### config.mk
export PLATFORM = sky130hd
export DESIGN_NAME = led_ctrl_n
export DESIGN_NICKNAME = d
export VERILOG_FILES = /design/src/rtl/led_pkg.sv /design/src/rtl/led_shift_n.sv /design/src/rtl/led_ctrl_n.sv
export SDC_FILE = /design/constraint.sdc
export NUM_CORES = 1
export LEC_CHECK = 0
export BUFFER_PORTS_ARGS = -buffer_cell sky130_fd_sc_hd__buf_2
export CAP_MARGIN = 20
export CORE_MARGIN = 2
export CORE_UTILIZATION = 38
export DETAILED_ROUTE_END_ITERATION = 12
export SYNTH_ARGS = -nofsm -noshare
export SYNTH_HDL_FRONTEND = slang
export SYNTH_SLANG_ARGS = --single-unit
### constraint.sdc
create_clock -name clk -period 3.75 [get_ports clk]
set_clock_uncertainty 0.1 [all_clocks]
set_input_delay 0.75 -clock clk [delete_from_list [all_inputs] [get_ports clk]]
set_output_delay 0.75 -clock clk [all_outputs]
set_load 0.02 [all_outputs]
### src/rtl/led_pkg.sv
// Mode encodings shared by the LED controller and its register front end.
// A channel mode occupies MODE_W bits of the packed mode word.
package led_pkg;

    localparam int unsigned MODE_W = 4;

    localparam logic [MODE_W-1:0] LED_OFF   = 4'd0;
    localparam logic [MODE_W-1:0] LED_ON    = 4'd1;
    localparam logic [MODE_W-1:0] LED_SPARK = 4'd2;
    localparam logic [MODE_W-1:0] LED_BLINK = 4'd3;
    localparam logic [MODE_W-1:0] LED_PWM   = 4'd4;

endpackage

### src/rtl/led_shift_n.sv
// Frame serializer for a 74HC595-style chain: snapshots din when it differs from the
// last frame sent, shifts it out MSB first, then pulses the storage clock.
module led_shift_n #(
    parameter int unsigned NUM_LED   = 8,
    parameter int unsigned SHIFT_DIV = 4
) (
    input  logic               clk,
    input  logic               rst,
    input  logic               vld,
    input  logic [NUM_LED-1:0] din,
    output logic               busy,
    output logic               done,
    output logic               sft_shcp,
    output logic               sft_stcp,
    output logic               sft_ds
);

    localparam int unsigned DIV_W = $clog2(2 * SHIFT_DIV);
    localparam int unsigned BIT_W = (NUM_LED > 1) ? $clog2(NUM_LED) : 1;

    localparam logic [1:0] ST_IDLE  = 2'd0;
    localparam logic [1:0] ST_SHIFT = 2'd1;
    localparam logic [1:0] ST_LATCH = 2'd2;

    localparam logic [DIV_W-1:0] DIV_HALF  = DIV_W'(SHIFT_DIV);
    localparam logic [DIV_W-1:0] DIV_BIT   = DIV_W'(2 * SHIFT_DIV - 1);
    localparam logic [DIV_W-1:0] DIV_LATCH = DIV_W'(SHIFT_DIV - 1);
    localparam logic [BIT_W-1:0] BIT_LAST  = BIT_W'(NUM_LED - 1);

    logic [1:0]         state_q, state_d;
    logic [DIV_W-1:0]   div_q, div_d;
    logic [BIT_W-1:0]   bit_q, bit_d;
    logic [NUM_LED-1:0] sreg_q, sreg_d;
    logic [NUM_LED-1:0] sent_q, sent_d;
    logic               dirty_q, dirty_d;
    logic               done_q, done_d;

    always_comb begin
        state_d = state_q;
        div_d   = div_q;
        bit_d   = bit_q;
        sreg_d  = sreg_q;
        sent_d  = sent_q;
        dirty_d = dirty_q;
        done_d  = 1'b0;

        // Sticky: a change seen mid-frame forces one more frame afterwards.
        if (vld && (din != sent_q)) begin
            dirty_d = 1'b1;
        end

        case (state_q)
            ST_IDLE: begin
                if (dirty_q) begin
                    sreg_d  = din;
                    sent_d  = din;
                    dirty_d = 1'b0;
                    div_d   = '0;
                    bit_d   = '0;
                    state_d = ST_SHIFT;
                end
            end
            ST_SHIFT: begin
                if (div_q == DIV_BIT) begin
                    div_d  = '0;
                    sreg_d = sreg_q << 1;
                    if (bit_q == BIT_LAST) begin
                        state_d = ST_LATCH;
                    end else begin
                        bit_d = bit_q + BIT_W'(1);
                    end
                end else begin
                    div_d = div_q + DIV_W'(1);
                end
            end
            ST_LATCH: begin
                if (div_q == DIV_LATCH) begin
                    div_d   = '0;
                    state_d = ST_IDLE;
                    done_d  = 1'b1;
                end else begin
                    div_d = div_q + DIV_W'(1);
                end
            end
            default: state_d = ST_IDLE;
        endcase
    end

    always_ff @(posedge clk) begin
        if (rst) begin
            state_q <= ST_IDLE;
            div_q   <= '0;
            bit_q   <= '0;
            sreg_q  <= '0;
            sent_q  <= '0;
            dirty_q <= 1'b1;
            done_q  <= 1'b0;
        end else begin
            state_q <= state_d;
            div_q   <= div_d;
            bit_q   <= bit_d;
            sreg_q  <= sreg_d;
            sent_q  <= sent_d;
            dirty_q <= dirty_d;
            done_q  <= done_d;
        end
    end

    // Pin outputs decode straight from state so a reset drops them on the next cycle.
    assign busy     = (state_q != ST_IDLE);
    assign done     = done_q;
    assign sft_shcp = (state_q == ST_SHIFT) && (div_q >= DIV_HALF);
    assign sft_stcp = (state_q == ST_LATCH);
    assign sft_ds   = (state_q == ST_SHIFT) && sreg_q[NUM_LED-1];

endmodule

### src/rtl/led_ctrl_n.sv
// N-channel LED controller: per-channel off/on/spark/blink/PWM/hold state driven by a
// packed mode word, serialized to an external shift-register chain on every change.
module led_ctrl_n
    import led_pkg::*;
#(
    parameter int unsigned NUM_LED   = 8,
    parameter int unsigned CNT_W     = 25,
    parameter int unsigned SPARK_MAX = 15000000,
    parameter int unsigned PWM_W     = 8,
    parameter int unsigned SHIFT_DIV = 4
) (
    input  logic                      clk,
    input  logic                      rst,
    input  logic                      vld,
    input  logic [MODE_W*NUM_LED-1:0] reg_din,
    input  logic [PWM_W-1:0]          reg_duty,
    output logic                      sft_shcp,
    output logic                      sft_stcp,
    output logic                      sft_ds,
    output logic                      busy,
    output logic                      frame_done
);

    localparam logic [CNT_W-1:0] CNT_MAX = CNT_W'(SPARK_MAX);

    logic [PWM_W-1:0]   pwm_ph_q;
    logic               pwm_on;
    logic [NUM_LED-1:0] led_vec;

    assign pwm_on = (pwm_ph_q < reg_duty);

    // PWM phase advances once per frame, so the dim rate tracks the chain refresh rate.
    always_ff @(posedge clk) begin
        if (rst) begin
            pwm_ph_q <= '0;
        end else if (frame_done) begin
            pwm_ph_q <= pwm_ph_q + PWM_W'(1);
        end
    end

    for (genvar i = 0; i < NUM_LED; i++) begin : g_ch
        logic [MODE_W-1:0] mode;
        logic [MODE_W-1:0] mode_q;
        logic              led_q;
        logic [CNT_W-1:0]  cnt_q;
        logic              blink_keep;

        assign mode = reg_din[MODE_W*i +: MODE_W];
        // Rewriting BLINK while already blinking keeps counting, so the phase is undisturbed.
        assign blink_keep = (mode == LED_BLINK) && (mode_q == LED_BLINK) && (cnt_q != '0);

        always_ff @(posedge clk) begin
            if (rst) begin
                mode_q <= LED_OFF;
                led_q  <= 1'b0;
                cnt_q  <= '0;
            end else if (vld && !blink_keep) begin
                mode_q <= mode;
                case (mode)
                    LED_OFF: begin
                        led_q <= 1'b0;
                        cnt_q <= '0;
                    end
                    LED_ON: begin
                        led_q <= 1'b1;
                        cnt_q <= '0;
                    end
                    LED_SPARK, LED_BLINK: begin
                        led_q <= 1'b1;
                        cnt_q <= CNT_W'(1);
                    end
                    LED_PWM: begin
                        led_q <= pwm_on;
                        cnt_q <= '0;
                    end
                    default: ;
                endcase
            end else begin
                case (mode_q)
                    LED_SPARK, LED_BLINK: begin
                        if (cnt_q == CNT_MAX) begin
                            led_q <= (mode_q == LED_BLINK) ? !led_q : 1'b0;
                            cnt_q <= (mode_q == LED_BLINK) ? CNT_W'(1) : '0;
                        end else if (cnt_q != '0) begin
                            cnt_q <= cnt_q + CNT_W'(1);
                        end
                    end
                    LED_PWM: led_q <= pwm_on;
                    default: ;
                endcase
            end
        end

        assign led_vec[i] = led_q;
    end

    led_shift_n #(
        .NUM_LED  (NUM_LED),
        .SHIFT_DIV(SHIFT_DIV)
    ) u_shift (
        .clk     (clk),
        .rst     (rst),
        .vld     (1'b1),
        .din     (led_vec),
        .busy    (busy),
        .done    (frame_done),
        .sft_shcp(sft_shcp),
        .sft_stcp(sft_stcp),
        .sft_ds  (sft_ds)
    );

endmodule
==> metrics.yaml <==
critPathTopFamily: "compound AO/OA/AOI/OAI gates"
leakagePower_nw: 5.96
critPathLaunchType: "flip-flop"
synth.net_count: 2143
hold_buffers: 0
via_count: 15800
setup.worst_path.end_class: "flip-flop"
holdPathEnd: "u_shift.sent_q[2]"
htreeDepth: 2
synth_edf_count: 0
required_ns: 4.05
setup-violations-final: 0
peakVddDrop_mv: 0.268
cts_resized: 0
power-per-cell-area_nw_per_um2: 400
vias_per_cell: 6.00
total_power_mw: 7.24
syn_inst: 2066
critPathSlowestCell: "o211ai_2"
fmax_ghz: 0.319
grt_use_met3_pct: 2.99
critPathLaunch: "g_ch[2].cnt_q[0]"
cp_cell_sequence: "inv_1, ha_1, nor4b_1, nand4_1, o31a_2, o211ai_2, or4_1, a21oi_1"
min_path_type: "flip-flop to flip-flop"
drive_gt1_share_pct: 10.0
cts_tree: "done"
coreArea_um2: 42000
path_buf_inv: 1
die_area_um2: 44300
finalHoldViolCount: 0
ys_types: 103
nets: 2155
overflow: 0
gr-max-usage-layer: "met2"
r2r_setup_slack_ns: 0.61
clkSinkCount: 274
max_stage_delay_ns: 0.77
grt_max_degree: 95
fin_crit_ns: 3.14
worstPathArrival_ns: 3.43
dp_hpwl_mm: 29.8
worstReg2RegStart: "g_ch[2].cnt_q[0]"
ys_seq_area_share_pct: 33.9
dieHeight_um: 210
grt_pass1_vias: 14500
drv_cap: 0
syn_area_um2: 16200
io_pins: 48
fillers: 4124
met1_usage_pct: 27.1
drv_slew: 0
cts_made_buffers: 34
timing.slew.headroom_pct: 28.7
drc: 0
ctsLongestPathBuffers: 3
ant_nets: 0
r2r_end: "g_ch[2].cnt_q[22]"
critPathMaxFanout: 23
wl_per_cell_um: 16.5
min_path_cells: 2
multi_input_area_um2: 9970
num_rows: 75
antenna_found_initial: 2
rsz0062_at_grt: "no"
syn_to_final_growth_pct: 11.9
use_met2_pct: 30.8
drtIter0Drc: 1201
synth.avg_cell_area_um2: 7.84
die_x_um: 210
setup_tns_ns: 0
grt_pass1_wl_mm: 72.8
synth-async-reset-ratio_pct: 0
finalCritPeriodShare_pct: 83.7
path_class: "flip-flop to flip-flop"
worst_pin_slew_ns: 1.07
port_buffers: 47
initial_core_util_pct: 38.5
clkLatencyLatePin_ns: 0.54
clk_pin_slew_ns: 0.06
dr.pass1.iters: 5
ys_warn_count: 0
synthFlopType: "dfxtp_1"
track_usage_pct: 19.4
min-delay-start: "u_shift.sent_q[2]"
ctsRootBufferMaster: "clkbuf_16"
run_status: "finished clean"
post_cts_buffers: 0
regArea_um2: 5490
worstRegToRegCells: 8
gp_congestion: 0.846
routed_wl_mm: 43.7
ys_ff_latch: 274
## synth_stat cells, types with 18 or more instances
cell type  count  area (um2)
dfxtp_1      274        5490
nand2_1      223         837
a21oi_1      160         801
nor2_1       153         574
nand3_1      124         621
o21ai_0      102         510
inv_1         80         300
nor3_1        68         340
clkbuf_1      66         248
nor4_1        59         369
nand4_1       57         357
a311oi_1      47         412
mux2i_1       40         400
and3_1        36         225
ha_1          34         425
or3_1         34         213
buf_2         33         165
a31oi_1       29         181
or4_1         29         218
a211oi_1      27         203
nand2b_1      24         150
and2_1        18         113
## state kept, by name (all words and copies together) (netlist names)
| register | flops |
|---|---|
| g_ch.led_q | 8 |
| pwm_ph_q | 8 |
| g_ch.cnt_q | 200 |
| u_shift.sent_q | 8 |
| u_shift.div_q | 3 |
| u_shift.state_q | 2 |
| g_ch.mode_q | 32 |
| u_shift.sreg_q | 8 |
| u_shift.dirty_q | 1 |
| u_shift.bit_q | 3 |
| u_shift.done | 1 |
## power breakdown
group          internal, mW  total [mW]  switching (mW)
Sequential             3.00        3.09          0.0898
Combinational         0.299       0.843           0.544
Clock                  1.99        3.31            1.32
## stage by stage
step | instances | hold WS, ns | cell area, um2 | worst slack [ns] | utilization, %
after detailed placement | 2579 | 0.358 | 17000 | 0.368 | 40.4
after global routing | 2642 | 0.381 | 18100 | 0.479 | 43.1
after floorplan | 2066 | 0.334 | 16200 | 1.26 | -
after CTS | 2638 | 0.366 | 18100 | 0.556 | 43.0
after global placement | 2578 | 0.355 | 17000 | 0.409 | 40.3
final | 2642 | 0.364 | 18100 | 0.611 | 43.1
## metal layers
metal  wire, um  up-vias
met2      19700      360
met5          0        -
met1      21000     7534
met4        841        0
met3       2070       61
li1           -     7889
## placed cells by master (no fill, tap or decap), types with 10 or more instances in the layout
cell       Yosys  routed
o22ai_1       11      11
nor2_1       153     153
buf_4          4      35
nand3_1      124     124
a211oi_1      27      27
a22oi_1       13      13
a311oi_1      47      47
nand4_1       57      57
xnor2_1       14      14
dfxtp_1      274     274
mux2i_1       40      40
o311ai_0      12      12
or4_1         29      29
nand2b_1      24      24
clkbuf_16      0      34
or2_2         16      16
and4_1        16      16
and2_1        18      18
o21ai_0      102     102
and3_1        36      36
o211ai_1      16      16
nor3_1        68      68
buf_2         33      46
nand2_1      223     223
a41oi_1       10      10
nand3b_1      14      14
inv_1         80      79
a21oi_1      160     160
o32ai_1       17      17
nor4b_1       10      10
nor4_1        59      59
ha_1          34      34
o31ai_1       17      13
or3_1         34      34
nand4b_1      12      12
a31oi_1       29      29
## worst max-delay path by stage
stage / end / depth (start not counted)
2_1_floorplan: g_ch[4].cnt_q[20] / 6
3_3_place_gp: g_ch[3].cnt_q[10] / 8
3_5_place_dp: g_ch[3].cnt_q[9] / 8
4_1_cts: sft_shcp / 5
5_1_grt: g_ch[2].cnt_q[24] / 8
6_report: g_ch[2].cnt_q[22] / 8
## area by class of cell
type,instances,share of cell area (%)
multi-input cells,1601,55.0
diodes,2,0.0276
flip-flops and latches,274,30.3
well taps,539,3.72
clock inverters,11,0.718
inverters,81,1.68
repair buffers,86,3.06
clock buffers,48,5.48
## worst reg2reg max path: stages (launching register included)
cell and delay, ns:
dfxtp_1 0.36, inv_1 0.08, ha_1 0.16, nor4b_1 0.36
nand4_1 0.41, o31a_2 0.46, o211ai_2 0.77, or4_1 0.23
a21oi_1 0.07
## cell families (layout without fill, tap and decap cells)
logic type               count (synthesis)  after routing  share of synthesized area (%)
AO/OA/AOI/OAI                          546            546                           22.7
flip-flops                             274            274                           33.9
AND/OR/NAND/NOR                        955            955                           32.0
other                                    0              2                              0
adder cells (fa/ha/maj)                 34             34                           2.63
multiplexers                            43             43                           2.68
XOR/XNOR                                23             23                           1.24
buffers and inverters                  191            226                           4.85
Note: power is estimated with default switching activity, not from simulation.
